**config.mk**
```make
export PLATFORM = sky130hd
export DESIGN_NAME = decode_disp_imm_collector
export DESIGN_NICKNAME = d
export VERILOG_FILES = /design/src/rtl/decode_disp_imm_collector_pkg.sv /design/src/rtl/decode_disp_imm_collector_assembler.sv /design/src/rtl/decode_disp_imm_collector.sv
export SDC_FILE = /design/constraint.sdc
export NUM_CORES = 1
export LEC_CHECK = 0
export ABC_AREA = 1
export ABC_CLOCK_PERIOD_IN_PS = 8500
export CAP_MARGIN = 5
export CORE_ASPECT_RATIO = 0.6
export CORE_MARGIN = 4
export CORE_UTILIZATION = 46
export CTS_BUF_LIST = sky130_fd_sc_hd__clkbuf_16
export DETAILED_ROUTE_END_ITERATION = 7
export HOLD_SLACK_MARGIN = 0.05
export PLACE_DENSITY = 0.7
export SETUP_SLACK_MARGIN = 0.2
export SYNTH_ARGS = -nofsm -noshare
export SYNTH_HDL_FRONTEND = slang
export SYNTH_SLANG_ARGS = --single-unit
```
**constraint.sdc**
```tcl
create_clock -name clk -period 8.5 [get_ports clk]
set_clock_uncertainty 0.2 [all_clocks]
set_input_delay 1.7 -clock clk [delete_from_list [all_inputs] [get_ports clk]]
set_output_delay 1.7 -clock clk [all_outputs]
set_load 0.01 [all_outputs]
```
**src/rtl/decode_disp_imm_collector_pkg.sv**
```systemverilog
// Shared decode definitions: one-hot field lengths, full-length byte counts,
// collector FSM states and length helper functions.
package decode_disp_imm_collector_pkg;

  typedef enum logic [3:0] {
    LEN_8    = 4'b0001,
    LEN_16   = 4'b0010,
    LEN_32   = 4'b0100,
    LEN_FULL = 4'b1000
  } len_oh_e;

  localparam logic [3:0] DISP_FULL_BYTES = 4'd4;
  localparam logic [3:0] IMM_FULL_BYTES  = 4'd6;   // ptr16:32 far pointer

  typedef enum logic [1:0] {
    ST_IDLE,
    ST_DISP,
    ST_IMM,
    ST_DONE
  } state_e;

  // Exactly one length bit set.
  function automatic logic len_is_valid(input logic [3:0] len);
    return (len != 4'd0) && ((len & (len - 4'd1)) == 4'd0);
  endfunction

  // Byte count of a one-hot length; "full" maps to the field's own full size.
  function automatic logic [3:0] len_to_bytes(input logic [3:0] len,
                                              input logic [3:0] full_bytes);
    case (len)
      LEN_8:    return 4'd1;
      LEN_16:   return 4'd2;
      LEN_32:   return 4'd4;
      LEN_FULL: return full_bytes;
      default:  return 4'd0;
    endcase
  endfunction

endpackage

```
**src/rtl/decode_disp_imm_collector_assembler.sv**
```systemverilog
// Field byte assembler: takes up to the remaining bytes of the current field
// from the window each cycle and merges them little-endian into a 48-bit
// accumulator. Clears itself when the field completes so it can be reused.
module decode_field_assembler #(
  parameter int IN_BYTES = 4,
  parameter int CW       = $clog2(IN_BYTES + 1)
) (
  input  logic                  clk,
  input  logic                  rst_n,
  input  logic                  i_clear,
  input  logic                  i_active,
  input  logic [3:0]            i_target,
  input  logic [8*IN_BYTES-1:0] i_bytes,
  input  logic [CW-1:0]         i_count,
  output logic [CW-1:0]         o_take,
  output logic [47:0]           o_acc,
  output logic                  o_done
);

  logic [3:0]   r_offset;
  logic [47:0]  r_acc;
  logic [3:0]   w_rem;
  logic [3:0]   w_cnt4;
  logic [3:0]   w_take4;
  logic [127:0] w_pad;

  assign w_rem   = i_target - r_offset;
  assign w_cnt4  = 4'(i_count);
  assign w_take4 = !i_active ? 4'd0 : ((w_rem < w_cnt4) ? w_rem : w_cnt4);
  assign o_take  = CW'(w_take4);
  assign o_done  = i_active && ((r_offset + w_take4) == i_target);
  // Zero padding keeps every window byte index in range.
  assign w_pad   = 128'(i_bytes);

  // Merge this cycle's bytes into the accumulator at the running offset.
  always_comb begin
    o_acc = r_acc;
    for (int i = 0; i < 6; i++) begin
      if (i >= int'(r_offset) && i < int'(r_offset) + int'(w_take4))
        o_acc[8*i +: 8] = w_pad[8*(i - int'(r_offset)) +: 8];
    end
  end

  // Offset/accumulator; restart from zero on clear or field completion.
  always_ff @(posedge clk or negedge rst_n) begin
    if (!rst_n) begin
      r_offset <= 4'd0;
      r_acc    <= '0;
    end else if (i_clear || o_done) begin
      r_offset <= 4'd0;
      r_acc    <= '0;
    end else if (i_active) begin
      r_offset <= r_offset + w_take4;
      r_acc    <= o_acc;
    end
  end

endmodule

```
**src/rtl/decode_disp_imm_collector.sv**
```systemverilog
// Decode-stage displacement/immediate collector. Latches a stage-3 descriptor,
// gathers disp then imm bytes from the prefetch window over several cycles,
// extends them and presents one result to the execute queue.
module decode_disp_imm_collector
  import decode_disp_imm_collector_pkg::*;
#(
  parameter int IN_BYTES = 4,
  parameter int DISP_W   = 32,
  parameter int IMM_W    = 48,
  localparam int CW      = $clog2(IN_BYTES + 1)
) (
  input  logic                  clk,
  input  logic                  rst_n,
  input  logic                  flush,
  input  logic                  req_valid,
  output logic                  req_ready,
  input  logic                  req_disp_present,
  input  logic [3:0]            req_disp_len,
  input  logic                  req_disp_sext,
  input  logic                  req_imm_present,
  input  logic [3:0]            req_imm_len,
  input  logic                  req_imm_sext,
  input  logic [8*IN_BYTES-1:0] win_bytes,
  input  logic [CW-1:0]         win_count,
  output logic [CW-1:0]         win_consume,
  output logic                  out_valid,
  input  logic                  out_ready,
  output logic [DISP_W-1:0]     out_displacement,
  output logic [IMM_W-1:0]      out_immediate,
  output logic [3:0]            out_byte_count,
  output logic                  out_len_error
);

  state_e              r_state, w_state_nxt;
  logic [3:0]          r_disp_bytes, r_imm_bytes;
  logic                r_disp_sext, r_imm_sext;
  logic [DISP_W-1:0]   r_disp;
  logic [IMM_W-1:0]    r_imm;
  logic [3:0]          r_count;
  logic                r_len_err;

  logic                w_accept, w_active, w_field_done, w_len_err;
  logic [3:0]          w_target, w_disp_bytes, w_imm_bytes;
  logic [CW-1:0]       w_take;
  logic [47:0]         w_acc;

  function automatic logic [31:0] ext_disp(input logic [47:0] acc,
                                           input logic [3:0] n, input logic sx);
    case (n)
      4'd1:    return {{24{sx & acc[7]}},  acc[7:0]};
      4'd2:    return {{16{sx & acc[15]}}, acc[15:0]};
      default: return acc[31:0];
    endcase
  endfunction

  // A 6-byte far pointer is taken as-is; shorter immediates extend to 48 bits.
  function automatic logic [47:0] ext_imm(input logic [47:0] acc,
                                          input logic [3:0] n, input logic sx);
    case (n)
      4'd1:    return {{40{sx & acc[7]}},  acc[7:0]};
      4'd2:    return {{32{sx & acc[15]}}, acc[15:0]};
      4'd4:    return {{16{sx & acc[31]}}, acc[31:0]};
      default: return acc;
    endcase
  endfunction

  // Malformed lengths collapse to a zero-byte field; absent fields never error.
  assign w_disp_bytes = (req_disp_present && len_is_valid(req_disp_len))
                        ? len_to_bytes(req_disp_len, DISP_FULL_BYTES) : 4'd0;
  assign w_imm_bytes  = (req_imm_present && len_is_valid(req_imm_len))
                        ? len_to_bytes(req_imm_len, IMM_FULL_BYTES) : 4'd0;
  assign w_len_err    = (req_disp_present && !len_is_valid(req_disp_len)) ||
                        (req_imm_present  && !len_is_valid(req_imm_len));
  assign w_accept     = (r_state == ST_IDLE) && req_valid && !flush;

  decode_field_assembler #(.IN_BYTES(IN_BYTES), .CW(CW)) u_asm (
    .clk      (clk),
    .rst_n    (rst_n),
    .i_clear  (flush),
    .i_active (w_active),
    .i_target (w_target),
    .i_bytes  (win_bytes),
    .i_count  (win_count),
    .o_take   (w_take),
    .o_acc    (w_acc),
    .o_done   (w_field_done)
  );

  assign win_consume      = w_take;
  assign out_displacement = r_disp;
  assign out_immediate    = r_imm;
  assign out_byte_count   = r_count;
  assign out_len_error    = r_len_err;

  // FSM state register.
  always_ff @(posedge clk or negedge rst_n) begin
    if (!rst_n) r_state <= ST_IDLE;
    else        r_state <= w_state_nxt;
  end

  // Next state, handshakes and which field the assembler is working on.
  always_comb begin
    w_state_nxt = r_state;
    req_ready   = 1'b0;
    out_valid   = 1'b0;
    w_active    = 1'b0;
    w_target    = 4'd0;
    case (r_state)
      ST_IDLE: begin
        req_ready = 1'b1;
        if (req_valid)
          w_state_nxt = (w_disp_bytes != 4'd0) ? ST_DISP :
                        (w_imm_bytes  != 4'd0) ? ST_IMM  : ST_DONE;
      end
      ST_DISP: begin
        w_active = 1'b1;
        w_target = r_disp_bytes;
        if (w_field_done)
          w_state_nxt = (r_imm_bytes != 4'd0) ? ST_IMM : ST_DONE;
      end
      ST_IMM: begin
        w_active = 1'b1;
        w_target = r_imm_bytes;
        if (w_field_done) w_state_nxt = ST_DONE;
      end
      ST_DONE: begin
        out_valid = 1'b1;
        if (out_ready) w_state_nxt = ST_IDLE;
      end
      default: w_state_nxt = ST_IDLE;
    endcase
    // Flush wins: nothing is taken from the window and we return to IDLE.
    if (flush) begin
      w_state_nxt = ST_IDLE;
      w_active    = 1'b0;
    end
  end

  // Descriptor latch on accept; result capture on each field's completion.
  always_ff @(posedge clk or negedge rst_n) begin
    if (!rst_n) begin
      r_disp_bytes <= 4'd0;
      r_imm_bytes  <= 4'd0;
      r_disp_sext  <= 1'b0;
      r_imm_sext   <= 1'b0;
      r_disp       <= '0;
      r_imm        <= '0;
      r_count      <= 4'd0;
      r_len_err    <= 1'b0;
    end else if (flush) begin
      r_count      <= 4'd0;
    end else if (w_accept) begin
      r_disp_bytes <= w_disp_bytes;
      r_imm_bytes  <= w_imm_bytes;
      r_disp_sext  <= req_disp_sext;
      r_imm_sext   <= req_imm_sext;
      r_disp       <= '0;
      r_imm        <= '0;
      r_count      <= 4'd0;
      r_len_err    <= w_len_err;
    end else if (w_active) begin
      r_count <= r_count + 4'(w_take);
      if (w_field_done) begin
        if (r_state == ST_DISP) r_disp <= ext_disp(w_acc, r_disp_bytes, r_disp_sext);
        else                    r_imm  <= ext_imm(w_acc, r_imm_bytes, r_imm_sext);
      end
    end
  end

endmodule

```
==> impl_metrics.toml, run 1 <==
[grt]
grt_usage = 0.266
grt_max_degree = 75
grt_pass1_vias = 8315
grt_pass1_wl_um = 46100
antenna_found_initial = 0
grt_overflow = 0

[cells_and_area]
seq_area_mm2 = 0.00368
nets = 1481
final_util = 0.581
drive_above_1_share = 0.0524
nFillCells = 1775
multi_input_area_mm2 = 0.00481
syn_to_final_growth_pct = 22.5
n_antenna_cell = 0

[yosys]
synth_edf_count = 0
netlist_instances = 1288
syn_avg_cell_area_um2 = 7.10
ys.warnings.count = 0
synth_cell_type_count = 45
synth.cell_area_mm2 = 0.00915
synth_flop_cell = "dfrtp_1"
synth_fp_nets = 1370
async_flop_share = 1.00
ys_seq_area_frac = 0.402
ys_seq_elements = 147

[sta]
whs_ps = 276
rsz0062_at_grt = "false"
final_max_slew_viol_count = 0
relSlewSlack = 0.352
fmax_mhz = 165
period_needed_ps = 6050
fin_crit_sh = 0.711
fin_setup_tns_ps = 0
tightestPinTransition_ps = 970
fin_ws_ps = 2450
setup_viol = 0
hold_violations = 0

[power]
p_int_mw = 1.98
p_sw_frac = 0.487
p_sw_mw = 1.88
p_total_mw = 3.86
comb_power_share = 0.550
p_leak_nw = 5.86
peakVddDrop_uv = 177
seqPwrFrac = 0.259
power.density_mw_per_mm2 = 344
p_clk_frac = 0.191

[run_status]
status = "complete, no violations"

[routing]
first_pass_iters = 7
vias = 9163
drtAntennaViolNets = 0
vias_per_cell = 5.46
wire_per_inst_um = 17.4
drt-initial-drc-count = 1022
wl_um = 29200
drc = 0

[critical_path]
r2r-start = "r_state[0]"
crit_type = "in -> out"
startpoint = "win_count[1]"
r2r_end = "out_immediate[30]"
setup.worst_path.start_class = "input pin"
crit_arrival_ps = 4150
worstRegToRegCells = 26
crit_fanout = 4
r2r_setup_slack_ps = 2580
end_kind = "primary output"
crit_required_ps = 6600

[clock_tree]
ctsResizeCount = 0
cts.clk_slew.worst_paths_ps = 60
clk_path_buf_depth = 2
cts_buffers = 17
cts_tree = "done"
postCtsHoldBufs = 0
htreeDepth = 4
clkSinkCount = 147
cts_setup_buffers = 0
clk_latency_ps = 440
ctsRootBufferMaster = "clkbuf_16"

[floorplan]
dieArea_mm2 = 0.0223
ios = 142
coreArea_mm2 = 0.0193
initial_utilization = 0.475
die_y_um = 117
die_w_um = 190
rows = 39

[min_path]
min_to = "out_immediate[12]"
hold_class = "reg -> reg"
min_from = "out_immediate[12]"
holdPathStages = 2

[placed_design]
io_buffer_count = 141
gp_congestion = 0.981
hpwlAfterDp_um = 21100
preCtsSetupSlack_ps = 2080

[job]
drv_cap = 0
layout make-up:
type	instances	share of cell area
Multi-Input combinational cell	990	0.430
Sequential cell	147	0.328
Timing Repair Buffer	145	0.129
Clock buffer	17	0.0380
Inverter	98	0.0331
Tap cell	266	0.0297
Clock inverter	14	0.0125
metrics by stage:
| step | instance area, um^2 | std cells |
|---|---|---|
| after detailed placement | 10600 | 1646 |
| after CTS | 11200 | 1677 |
| after global routing | 11200 | 1677 |
| after global placement | 10600 | 1646 |
| after floorplan | 9150 | 1288 |
| final | 11200 | 1677 |
worst max-delay path, cell delays in order:
cell and delay [ps]:
clkdlybuf4s50_1 490, inv_1 50, ha_1 280, a21o_1 170, a21oi_1 140, nand3_1 160
inv_1 120, nor2_1 40, a211oi_1 360, clkdlybuf4s50_1 640
cell families (layout without fill, tap and decap cells):
group,Yosys count,in the layout,share of synthesized area
XOR/XNOR,6,6,0.00575
AO/OA/AOI/OAI,201,201,0.133
other,1,1,0.000410
adder cells (fa/ha/maj),30,30,0.0435
AND/OR/NAND/NOR,752,752,0.344
flip-flops,147,147,0.402
buffers and inverters,151,274,0.0714
registers in the layout, indices dropped and copies added, names as in the netlist, 2 cells and up:
signal,count
out_immediate,48
r_imm_bytes,3
r_state,2
out_displacement,32
u_asm.r_offset,4
out_byte_count,4
u_asm.r_acc,48
r_disp_bytes,3
metal layers:
metal	global-route usage	vias to the layer above	wire (um)
met1	0.415	4311	14400
met2	0.350	417	11100
met4	0.0723	0	335
met3	0.0824	32	3290
met5	0	-	0
li1	-	4403	-
power by group through the flow:
stage	Sequential [mW]	Clock (mW)	Combinational [mW]
finish	0.999	0.739	2.12
global route	1.02	0.779	2.35
CTS	0.998	0.747	2.08
detailed placement	1.01	0	2.07
global placement	1.01	0	2.05
floorplan	1.03	0	1.32
synth_stat cells, types with 2 or more instances:
| library cell | number | area share |
|---|---|---|
| nand3_1 | 119 | 0.065 |
| nor2_1 | 46 | 0.019 |
| nand4_1 | 4 | 0.0027 |
| a22oi_1 | 7 | 0.0057 |
| buf_2 | 21 | 0.011 |
| xor2_1 | 4 | 0.0038 |
| xnor2_1 | 2 | 0.0019 |
| buf_6 | 4 | 0.0049 |
| clkbuf_1 | 20 | 0.0082 |
| o21ai_0 | 89 | 0.049 |
| nand3_2 | 6 | 0.0066 |
| inv_1 | 78 | 0.032 |
| nand2_1 | 544 | 0.22 |
| nor3_1 | 8 | 0.0044 |
| nor2_4 | 4 | 0.0049 |
| or2_2 | 3 | 0.0021 |
| o31ai_1 | 2 | 0.0016 |
| o21ai_1 | 13 | 0.0071 |
| clkinv_1 | 14 | 0.0057 |
| buf_4 | 7 | 0.0057 |
| a21oi_1 | 33 | 0.018 |
| o22ai_1 | 10 | 0.0068 |
| nand3b_1 | 3 | 0.0025 |
| o211ai_1 | 4 | 0.0033 |
| o21ai_2 | 3 | 0.0029 |
| ha_1 | 27 | 0.037 |
| fa_1 | 3 | 0.0066 |
| inv_2 | 5 | 0.0021 |
| a32o_1 | 17 | 0.019 |
| nand2_2 | 7 | 0.0048 |
| a211oi_1 | 3 | 0.0025 |
| nor2_2 | 4 | 0.0027 |
| dfrtp_1 | 147 | 0.40 |
| o21bai_1 | 16 | 0.013 |
worst max path at each step:
| stage | endpoint | slack (ps) | cells past startpoint |
|---|---|---|---|
| final | win_consume[0] | 2450 | 10 |
| after global routing | out_immediate[5] | 1990 | 26 |
| after CTS | win_consume[0] | 2450 | 10 |
| after detailed placement | out_immediate[5] | 2080 | 21 |
| after global placement | out_immediate[2] | 2310 | 18 |
| after floorplan | out_immediate[27] | 3360 | 21 |
cells in the final DEF, fill, tap and decap left out, drive strengths merged, types with 5 or more instances in the layout:
cell,count
inv,85
ha,27
nand2,552
clkbuf,17
a22oi,7
o21ai,105
nor2,54
nand3,125
clkdlybuf4s50,140
clkinv,22
nor3,8
a21oi,35
buf,5
nand4,5
o21bai,17
o22ai,10
dfrtp,147
a32o,17
Power figures use the tool's default switching activity.
==> inputs of run 2 (changes only) <==
--- a/config.mk
+++ b/config.mk
@@ -6,7 +6,7 @@
 export NUM_CORES = 1
 export LEC_CHECK = 0
 export ABC_AREA = 1
-export ABC_CLOCK_PERIOD_IN_PS = 8500
+export ABC_CLOCK_PERIOD_IN_PS = 5300
 export CAP_MARGIN = 5
 export CORE_ASPECT_RATIO = 0.6
 export CORE_MARGIN = 4
@@ -14,7 +14,7 @@
 export CTS_BUF_LIST = sky130_fd_sc_hd__clkbuf_16
 export DETAILED_ROUTE_END_ITERATION = 7
 export HOLD_SLACK_MARGIN = 0.05
-export PLACE_DENSITY = 0.7
+export PLACE_DENSITY = 0.73
 export SETUP_SLACK_MARGIN = 0.2
 export SYNTH_ARGS = -nofsm -noshare
 export SYNTH_HDL_FRONTEND = slang
==> constraint.sdc (replaced) <==
create_clock -name clk -period 5.3 [get_ports clk]
set_clock_uncertainty 0.2 [all_clocks]
set_input_delay 1.06 -clock clk [delete_from_list [all_inputs] [get_ports clk]]
set_output_delay 1.06 -clock clk [all_outputs]
set_load 0.01 [all_outputs]
==> run 2 against run 1 <==
Effect of this change: the run now ends with DRC left; cell area rose by 12%; first-iteration DRC count rose by 24%; power rose by 87%; combinational power up 100%; global-route usage is 1.1 points higher; clock power grew 81%; flip-flop and latch count stayed put; core utilization rose by 7.1 points; critical path type is now reg -> reg; largest cell class unchanged; largest power group unchanged; highest routed layer unchanged.
==> impl_metrics.toml, run 2 (synthesis gave the netlist of run 1 again) <==
[run_status]
status = "complete, but fails checks"
violations = "DRC"

[critical_path]
slowest_delay_ps = 440
crit_type = "reg -> reg"
crit_top_cell = "buf_4"
crit_fanout = 8
r2r_setup_slack_ps = 270
end_kind = "flop"
crit_required_ps = 5420
cpMaxStageDelayCell = "fa_1"
crit_arrival_ps = 5150
setup.worst_path.start_class = "flop"

[floorplan]
rows = 39
ios = 142
initial_utilization = 0.475
dieArea_mm2 = 0.0223
die_w_um = 190
die_y_um = 117
coreArea_mm2 = 0.0193

[grt]
grt_usage = 0.277
grt_max_degree = 91
grt_pass1_wl_um = 48000
antenna_found_initial = 0
grt_pass1_vias = 8768
grt_overflow = 0

[sta]
tightestPinTransition_ps = 876
hold_violations = 0
relSlewSlack = 0.416
fin_setup_tns_ps = 0
period_needed_ps = 5030
setup_viol = 0
final_max_slew_viol_count = 0
rsz0062_at_grt = "true"
whs_ps = 280
fin_ws_ps = 269
fin_crit_sh = 0.949
fmax_mhz = 199

[clock_tree]
clkSinkCount = 147
clk_path_buf_depth = 2
postCtsHoldBufs = 0
cts_tree = "done"
cts.clk_slew.worst_paths_ps = 70
clk_latency_ps = 440
htreeDepth = 4
cts_buffers = 17
ctsRootBufferMaster = "clkbuf_16"

[power]
p_sw_mw = 3.50
p_sw_frac = 0.484
p_int_mw = 3.73
power.density_mw_per_mm2 = 574
p_leak_nw = 6.49
p_total_mw = 7.23
comb_power_share = 0.591
p_clk_frac = 0.186
seqPwrFrac = 0.223
peakVddDrop_uv = 279

[placed_design]
placed_cell_area_mm2 = 0.0108
io_buffer_count = 141
gp_congestion = 0.978
preCtsSetupSlack_ps = -154
dp_cells = 1669
hpwlAfterDp_um = 21700

[routing]
drtAntennaViolNets = 0
drt-initial-drc-count = 1265
vias_per_cell = 5.63
vias = 9872
wl_um = 32500
wire_per_inst_um = 18.5
drc = 2
first_pass_iters = 8

[cells_and_area]
nets = 1556
final_cell_mix = "514 x nand2_1, 146 x dfrtp_1, 137 x clkdlybuf4s50_1, 109 x nand3_1, 66 x inv_1"
fin_cells = 1753
syn_to_final_growth_pct = 37.5
drive_above_1_share = 0.161
n_antenna_cell = 0
nFillCells = 1568
finalInstanceArea_mm2 = 0.0126
final_common_cell = "nand2_1"
final_util = 0.653

[min_path]
hold_class = "reg -> reg"

[job]
drv_cap = 0
[run 2: changes by cell type in the layout (fill, tap and decap cells not counted), sizes merged]
cell,previous run,this run
clkbuf,17,18
clkinv,22,11
nand2,552,556
dlygate4sd2,0,1
bufinv,2,4
clkinvlp,3,7
nand3,125,126
buf,5,73
dlymetal6s2s,0,2
clkdlybuf4s50,140,137
inv,85,92
[run 2: layout make-up]
class                   count  area (um^2)  area share
clock buffers              17          425      0.0338
clock inverters            15          216      0.0172
inverters                  98          390      0.0310
multi-input cells         995         5380       0.428
flip-flops and latches    147         3680       0.293
well taps                 266          333      0.0265
repair buffers            214         2150       0.171
repair inverters            1         7.51    0.000597
[run 2: final timing paths]
check                                  endpoint  depth (start not counted)                 start
setup / recovery              out_immediate[22]                         29            r_state[1]
hold / removal             out_displacement[26]                          2  out_displacement[26]
setup reg to reg              out_immediate[22]                         29            r_state[1]
hold reg to reg            out_displacement[26]                          2  out_displacement[26]
max in group asynchronous       u_asm.r_acc[15]                          2                 rst_n
min in group asynchronous   out_displacement[2]                          1                 rst_n
[run 2: timing repair]
item	in CTS	in global routing
pin swaps	5	38
setup endpoints to repair	91	136
cloned	2	7
buffers inserted	6	37
resized for setup	30	149
[run 2: power groups by stage]
| stage | clock [mW] | sequential, mW | combinational (mW) |
|---|---|---|---|
| global placement | 0 | 1.61 | 3.39 |
| floorplan | 0 | 1.65 | 2.12 |
| finish | 1.34 | 1.61 | 4.27 |
| CTS | 1.35 | 1.60 | 3.54 |
| global route | 1.40 | 1.64 | 4.61 |
| detailed placement | 0 | 1.61 | 3.42 |
[run 2: worst max-delay path: cells and delay by family (launching register included)]
family	cells	cell delay, ps
fa+ha+maj	5	1420
simple gates	11	1110
buf+inv	7	900
compound gates	6	870
flops	1	400
[run 2: metal layers]
| metal | part of all wire | vias up | global-route usage |
|---|---|---|---|
| li1 | - | 4584 | - |
| met1 | 0.46 | 4627 | 0.419 |
| met2 | 0.40 | 599 | 0.375 |
| met3 | 0.12 | 62 | 0.0925 |
| met4 | 0.018 | 0 | 0.0751 |
| met5 | 0 | - | 0 |
==> inputs of run 3 (changes only) <==
--- a/config.mk
+++ b/config.mk
@@ -16,6 +16,7 @@
 export HOLD_SLACK_MARGIN = 0.05
 export PLACE_DENSITY = 0.73
 export SETUP_SLACK_MARGIN = 0.2
+export SKIP_CTS_REPAIR_TIMING = 1
 export SYNTH_ARGS = -nofsm -noshare
 export SYNTH_HDL_FRONTEND = slang
 export SYNTH_SLANG_ARGS = --single-unit
==> run 3 against run 2 <==
Effect of this change: the flow now finishes without violations; worst setup slack worse by 65 ps; hold slack worse by 5.4 ps; critical path type is now reg -> out; combinational power is 3% lower; critical path depth is 14 lower; core utilization is 1.1 points lower; first-iteration DRC count is 3.4% higher; largest power group unchanged; die area stayed put.
==> impl_metrics.toml, run 3 (synthesis gave the netlist of run 1 again) <==
[run_status]
status = "complete, no violations"

[sta]
period_needed_ps = 5100
fin_setup_tns_ps = 0
final_max_slew_viol_count = 0
fin_ws_ps = 204
hold_violations = 0
fin_crit_sh = 0.961
tightestPinTransition_ps = 882
setup_viol = 0
rsz0062_at_grt = "true"
fmax_mhz = 196
relSlewSlack = 0.412

[floorplan]
die_y_um = 117
die_w_um = 190
dieArea_mm2 = 0.0223
coreArea_mm2 = 0.0193
ios = 142
initial_utilization = 0.475
rows = 39

[clock_tree]
clk_path_buf_depth = 2
cts.clk_slew.worst_paths_ps = 70
htreeDepth = 4
cts_tree = "done"
ctsRootBufferMaster = "clkbuf_16"
clkSinkCount = 147
cts_buffers = 17
clk_latency_ps = 440

[grt]
grt_usage = 0.272
antenna_found_initial = 0
grt_use_met3 = 0.0877
grt_pass1_wl_um = 47200
top_usage_layer = "met1"
gr-usage-met1 = 0.419
grt_pass1_vias = 8603
grt_max_degree = 91
grt_overflow = 0
met2_usage = 0.365

[critical_path]
crit_arrival_ps = 3840
crit_required_ps = 4040
end_kind = "primary output"
crit_type = "reg -> out"
crit_fanout = 4
setup.worst_path.start_class = "flop"

[min_path]
hold_class = "reg -> reg"

[cells_and_area]
drive_above_1_share = 0.147
finalInstanceArea_mm2 = 0.0124
n_antenna_cell = 0
final_cell_mix = "515 x nand2_1, 146 x dfrtp_1, 138 x clkdlybuf4s50_1, 115 x nand3_1, 68 x inv_1"
nets = 1537
syn_to_final_growth_pct = 35.1
nFillCells = 1599
final_common_cell = "nand2_1"

[placed_design]
io_buffer_count = 141
preCtsSetupSlack_ps = -154
hpwlAfterDp_um = 21700
placed_cell_area_mm2 = 0.0108
gp_congestion = 0.978

[power]
p_sw_mw = 3.46
p_int_mw = 3.65
power.density_mw_per_mm2 = 575
seqPwrFrac = 0.228
peakVddDrop_uv = 273
p_leak_nw = 6.44
p_total_mw = 7.11
p_sw_frac = 0.487
p_clk_frac = 0.189
comb_power_share = 0.584

[routing]
vias = 9797
drt-initial-drc-count = 1308
drtAntennaViolNets = 0
first_pass_iters = 6
wl_um = 32500
vias_per_cell = 5.65
wire_per_inst_um = 18.7
drc = 0

[job]
drv_cap = 0
## run 3: changes by cell type in the layout (fill, tap and decap cells not counted), moves of 2 or more
cell	delta
nand3_1	+6
buf_4	-17
o21ai_4	-2
o21ai_2	+7
nand3_4	-5
nand2_8	-2
inv_1	+2
nand2_2	-7
inv_6	+2
o21ai_0	-5
nand2_4	+7
## run 3: critical path, stage by stage, from the launching register on
cell and delay [ps]:
dfrtp_1 410, inv_2 120, ha_4 190, inv_2 70, o21ai_2 180, nand2_2 120
fa_1 530, inv_2 60, ha_4 230, a21o_1 160, a21oi_2 150, nand3_2 120
buf_4 160, a211oi_2 210, buf_4 170, clkdlybuf4s50_1 530
## run 3: layout make-up
| cell class | count | area [um^2] | share of cell area |
|---|---|---|---|
| clock buffer | 17 | 425 | 0.0344 |
| clock inverter | 15 | 216 | 0.0175 |
| inverter | 98 | 407 | 0.0329 |
| multi-input combinational | 994 | 5300 | 0.429 |
| sequential | 147 | 3680 | 0.298 |
| tap | 266 | 333 | 0.0269 |
| timing repair buffer | 194 | 1970 | 0.160 |
| timing repair inverter | 3 | 25.0 | 0.00202 |
## run 3: final timing paths
| path | startpoint | to | slack [ps] | cells after the start |
|---|---|---|---|---|
| setup / recovery | r_state[1] | win_consume[2] | 200 | 15 |
| hold / removal | out_displacement[24] | out_displacement[24] | 270 | 2 |
| setup reg to reg | r_state[1] | out_displacement[29] | 240 | 25 |
| hold reg to reg | out_displacement[24] | out_displacement[24] | 270 | 2 |
| max in group asynchronous | rst_n | u_asm.r_acc[15] | 3400 | 2 |
| min in group asynchronous | rst_n | out_displacement[2] | 510 | 1 |
## run 3: power groups by stage
stage          registers (mW)  clock network (mW)  logic, mW
3_3_place_gp             1.61                   0       3.39
2_1_floorplan            1.65                   0       2.12
3_5_place_dp             1.61                   0       3.42
5_1_grt                  1.65                1.39       4.50
4_1_cts                  1.60                1.35       3.44
6_report                 1.62                1.34       4.15
## run 3: per-layer routing
metal	up-vias	wire length (um)
met5	-	0
met4	0	664
met3	69	4040
met2	568	13100
met1	4612	14700
li1	4548	-
## run 3: per-stage QoR
step / hold WS, ps / cells / utilization
finish: 274 / 1734 / 0.641
global route: 295 / 1734 / 0.641
CTS: 283 / 1701 / 0.596
detailed placement: 265 / 1669 / 0.562
global placement: 265 / 1669 / 0.562
floorplan: 275 / 1288 / -
==> RTL change 1: new RTL, config.mk and constraints of run 2 <==
Make the reset (`rst_n`) synchronous in 3 clocked blocks.
--- a/src/rtl/decode_disp_imm_collector_assembler.sv
+++ b/src/rtl/decode_disp_imm_collector_assembler.sv
@@ -43,5 +43,5 @@
 
   // Offset/accumulator; restart from zero on clear or field completion.
-  always_ff @(posedge clk or negedge rst_n) begin
+  always_ff @(posedge clk) begin
     if (!rst_n) begin
       r_offset <= 4'd0;
--- a/src/rtl/decode_disp_imm_collector.sv
+++ b/src/rtl/decode_disp_imm_collector.sv
@@ -94,5 +94,5 @@
 
   // FSM state register.
-  always_ff @(posedge clk or negedge rst_n) begin
+  always_ff @(posedge clk) begin
     if (!rst_n) r_state <= ST_IDLE;
     else        r_state <= w_state_nxt;
@@ -138,5 +138,5 @@
 
   // Descriptor latch on accept; result capture on each field's completion.
-  always_ff @(posedge clk or negedge rst_n) begin
+  always_ff @(posedge clk) begin
     if (!rst_n) begin
       r_disp_bytes <= 4'd0;
Formal check against the unedited RTL: differs if rst_n is asserted again (counterexample within 4 cycles, from zero or initial values and one cycle with rst_n low); with rst_n held inactive, the same outputs for 4 cycles.
==> RTL change 1 against run 2 <==
Final cell count grew 0.91%; sequential share of layout area is 4.7 points lower; design area down 4.7%; sequential cell count unchanged; wire length fell by 5.0%; setup slack got worse by 0.10 ns; area after synthesis fell by 3.8%.
Power is not compared: it rests on default switching activity, and its combinational part moved more than twofold at a synthesized area within 25%.
==> RTL change 1: results (changes against run 2) <==
* Status: complete, no violations (was finished with violations)
* Post-CTS Setup Bufs at 10 (was 6)
* Inst Count DP at 1709 (was 1669)
* Wire length on met3 at 3320 um (was 3870 um)
* Fraction of layout cells with a size suffix above 1 at 0.155 (was 0.161)
* Synth warn at 0 (unchanged)
* GR Util met3 at 0.0795 (was 0.0925)
* DR vias/cell at 5.57 (was 5.63)
* Register area share after synthesis at 0.334 (was 0.402)
* CP max stage delay at 0.52 ns (was 0.44 ns)
* Post-synthesis adder-cell area fraction at 0.0466 (was 0.0435)
* Top cells by area, synth: dfxtp_1, nand2_1, a21oi_1 (was dfrtp_1, nand2_1, nand3_1)
* Signal buf overhead at 0.180 (was 0.171)
* First-pass GRT wire length at 47400 um (was 48000 um)
* GP Congestion at 0.914 (was 0.978)
* DR pass1 iterations at 6 (was 8)
* Synth cell types at 46 (was 45)
* Routed wire per std cell at 17.4 um (was 18.5 um)
* Rel. slew slack at 0.416 (about the same)
* Post-Syn Instances at 1344 (was 1288)
* Synth top cells by count: nand2_1, dfxtp_1, a21oi_1, inv_1, o21ai_0 (was nand2_1, dfrtp_1, nand3_1, o21ai_0, inv_1)
* Layout fillers at 1584 (was 1568)
* Via count at 9856 (was 9872)
* Routed wire length on met2 at 12200 um (was 13100 um)
* ANT cells at 1 (was 0)
* Vias in the first global route at 8814 (was 8768)
* Largest net degree at the start of global routing at 75 (was 91)
* Met1 Use GR at 0.417 (was 0.419)
* Asr flop ratio synth at 0 (was 1.00)
* # DRC at 0 (was 2)
* Synthesized net count at 1427 (was 1370)
* PostCTS Resize Cnt at 47 (was 30)
* M1 wire length at 14900 um (about the same)
* Synthesized area per cell at 6.55 um2 (was 7.10 um2)
* Initial antenna violation count at 1 (was 0)
* Iteration-0 DRC Markers at 1320 (was 1265)
* Comb_multi_in at 1000 (was 995)
* Final clock-cell share at 0.0523 (was 0.0510)
* Synth Area in XOR/XNOR at 0.00199 (was 0.00575)
* Cell area after placement at 10600 um2 (was 10800 um2)
* Worst endpoint data arrival time at 5.28 ns (was 5.15 ns)
* Total Power at around 3500 uW
* Buffers, non-clock at 216 (was 214)
* Critical-path maximum fanout at 5 (was 8)
* Multi-input logic area at 5430 um2 (was 5380 um2)
* Met2 GRT Util at 0.385 (was 0.375)
* Register area at 2950 um2 (was 3680 um2)
* Overall Global Routing Usage at 0.275 (was 0.277)
* Final net count at 1599 (was 1556)
* Worst slack, placed at -0.0406 ns (was -0.154 ns)
* Post-DP HPWL at 20900 um (was 21700 um)
==> RTL change 1: worst paths after layout <==
kind	cells past startpoint	from	slack, ns	end
max	32	r_state[1]	0.17	out_immediate[11]
min	2	out_immediate[41]	0.26	out_immediate[41]
max reg2reg	32	r_state[1]	0.17	out_immediate[11]
min reg2reg	2	out_immediate[41]	0.26	out_immediate[41]
==> RTL change 1: metrics by stage <==
stage | hold slack, ns | utilization | setup TNS [ns]
6_report | 0.262 | 0.652 | 0
5_1_grt | 0.281 | 0.652 | -0.955
4_1_cts | 0.264 | 0.628 | 0
3_5_place_dp | 0.255 | 0.577 | -0.153
3_3_place_gp | 0.249 | 0.577 | 0
2_1_floorplan | 0.236 | - | 0
==> RTL change 1: worst reg2reg max path: cells and delay by family (launching register included) <==
| family | cells | cell delay (ns) |
|---|---|---|
| fa+ha+maj | 6 | 1.67 |
| simple gates | 11 | 1.06 |
| buf+inv | 9 | 0.90 |
| compound gates | 6 | 0.83 |
| flops | 1 | 0.38 |
==> RTL change 2: new RTL, flow settings as in run 2 <==
Made on the original files. Encoding of `state_e`: now Gray code (2 bits for 4 states).
--- a/src/rtl/decode_disp_imm_collector_pkg.sv
+++ b/src/rtl/decode_disp_imm_collector_pkg.sv
@@ -14,8 +14,8 @@
 
   typedef enum logic [1:0] {
-    ST_IDLE,
-    ST_DISP,
-    ST_IMM,
-    ST_DONE
+    ST_IDLE = 2'b00,
+    ST_DISP = 2'b01,
+    ST_IMM  = 2'b11,
+    ST_DONE = 2'b10
   } state_e;
 
Function: same outputs for any inputs over 4 cycles, from zero or initial values and one cycle with rst_n low; so few cycles prove little.
==> RTL change 2 against run 2 <==
Via count down 9.0%; largest cell class unchanged; core utilization down 4.5 points; sequential cell count stayed put; setup slack improved by 0.056 ns; maximum frequency is 1.1% higher; synthesized cell count decreased by 6.2%; power shrank 24%; area after synthesis decreased by 2.0%; design area decreased by 7.8%; count of clock-buffer cells in the layout unchanged; wire length decreased by 13%.
==> RTL change 2: results (changes against run 2) <==
* Status: complete, no violations (was finished with violations)
* Leak at 0.00592 uW (was 0.00649 uW)
* Synth top cells by count: nand2_1, dfrtp_1, o21ai_0, inv_1, nand3_1 (was nand2_1, dfrtp_1, nand3_1, o21ai_0, inv_1)
* Clock share of power at 0.232 (was 0.186)
* Post-DP HPWL at 19600 um (was 21700 um)
* Synth cell types at 52 (was 45)
* Synthesized net count at 1284 (was 1370)
* Fraction of layout cells with a size suffix above 1 at 0.110 (was 0.161)
* Hold_sp: u_asm.r_acc[3] (was out_displacement[26])
* Switching Power at 2320 uW (was 3500 uW)
* First-pass GRT wire length at 44300 um (was 48000 um)
* Final clock-cell share at 0.0535 (was 0.0510)
* Via count at 8985 (was 9872)
* Post-CTS Setup Bufs at 1 (was 6)
* Maximum VDD drop at 0.264 mV (was 0.279 mV)
* Buffers, non-clock at 179 (was 214)
* Power share of the combinational group at 0.472 (was 0.591)
* Post-Syn Instances at 1208 (was 1288)
* Kind of cell adding the most delay to the critical path: simple AND/OR/NAND/NOR gates (was adder cells)
* Synth Area in XOR/XNOR at 0.00391 (was 0.00575)
* Top cells by area, synth: dfrtp_1, nand2_1, o21ai_0 (was dfrtp_1, nand2_1, nand3_1)
* Multi-input combinational area share at 0.407 (was 0.428)
* GP Congestion at 0.943 (was 0.978)
* CP max stage delay at 0.49 ns (was 0.44 ns)
* Compound-Gate Fraction of Synth Area at 0.162 (was 0.133)
* Routed wire length at 28200 um (was 32500 um)
* Final net count at 1438 (was 1556)
* Overall Global Routing Usage at 0.252 (was 0.277)
* Layout fillers at 1690 (was 1568)
* Signal buf overhead at 0.153 (was 0.171)
* Vias in the first global route at 8497 (was 8768)
* Seq_cells at 147 (unchanged)
RTL change 2: cell types whose count changed after synthesis, moves of 8 or more:
| cell | before | now |
|---|---|---|
| mux2i_1 | 0 | 8 |
| nand2_1 | 544 | 440 |
| a22o_1 | 0 | 14 |
| o21ai_1 | 13 | 23 |
| o22ai_1 | 10 | 22 |
| o21ai_0 | 89 | 111 |
| inv_1 | 78 | 107 |
| clkinv_1 | 14 | 2 |
| a32o_1 | 17 | 1 |
| nand3_1 | 119 | 69 |
RTL change 2: layer usage:
metal / vias to the layer above / track usage / wire (um)
li1: 4270 / - / -
met4: 2 / 0.0552 / 358
met1: 4243 / 0.379 / 13500
met3: 39 / 0.0541 / 2530
met5: - / 0 / 7
met2: 431 / 0.378 / 11800
RTL change 2: metrics by stage:
step	setup slack [ns]	cell area, um2
finish	0.325	11600
global route	0.0803	11600
CTS	0.235	11300
detailed placement	0.00830	10600
global placement	0.248	10600
floorplan	0.641	8960
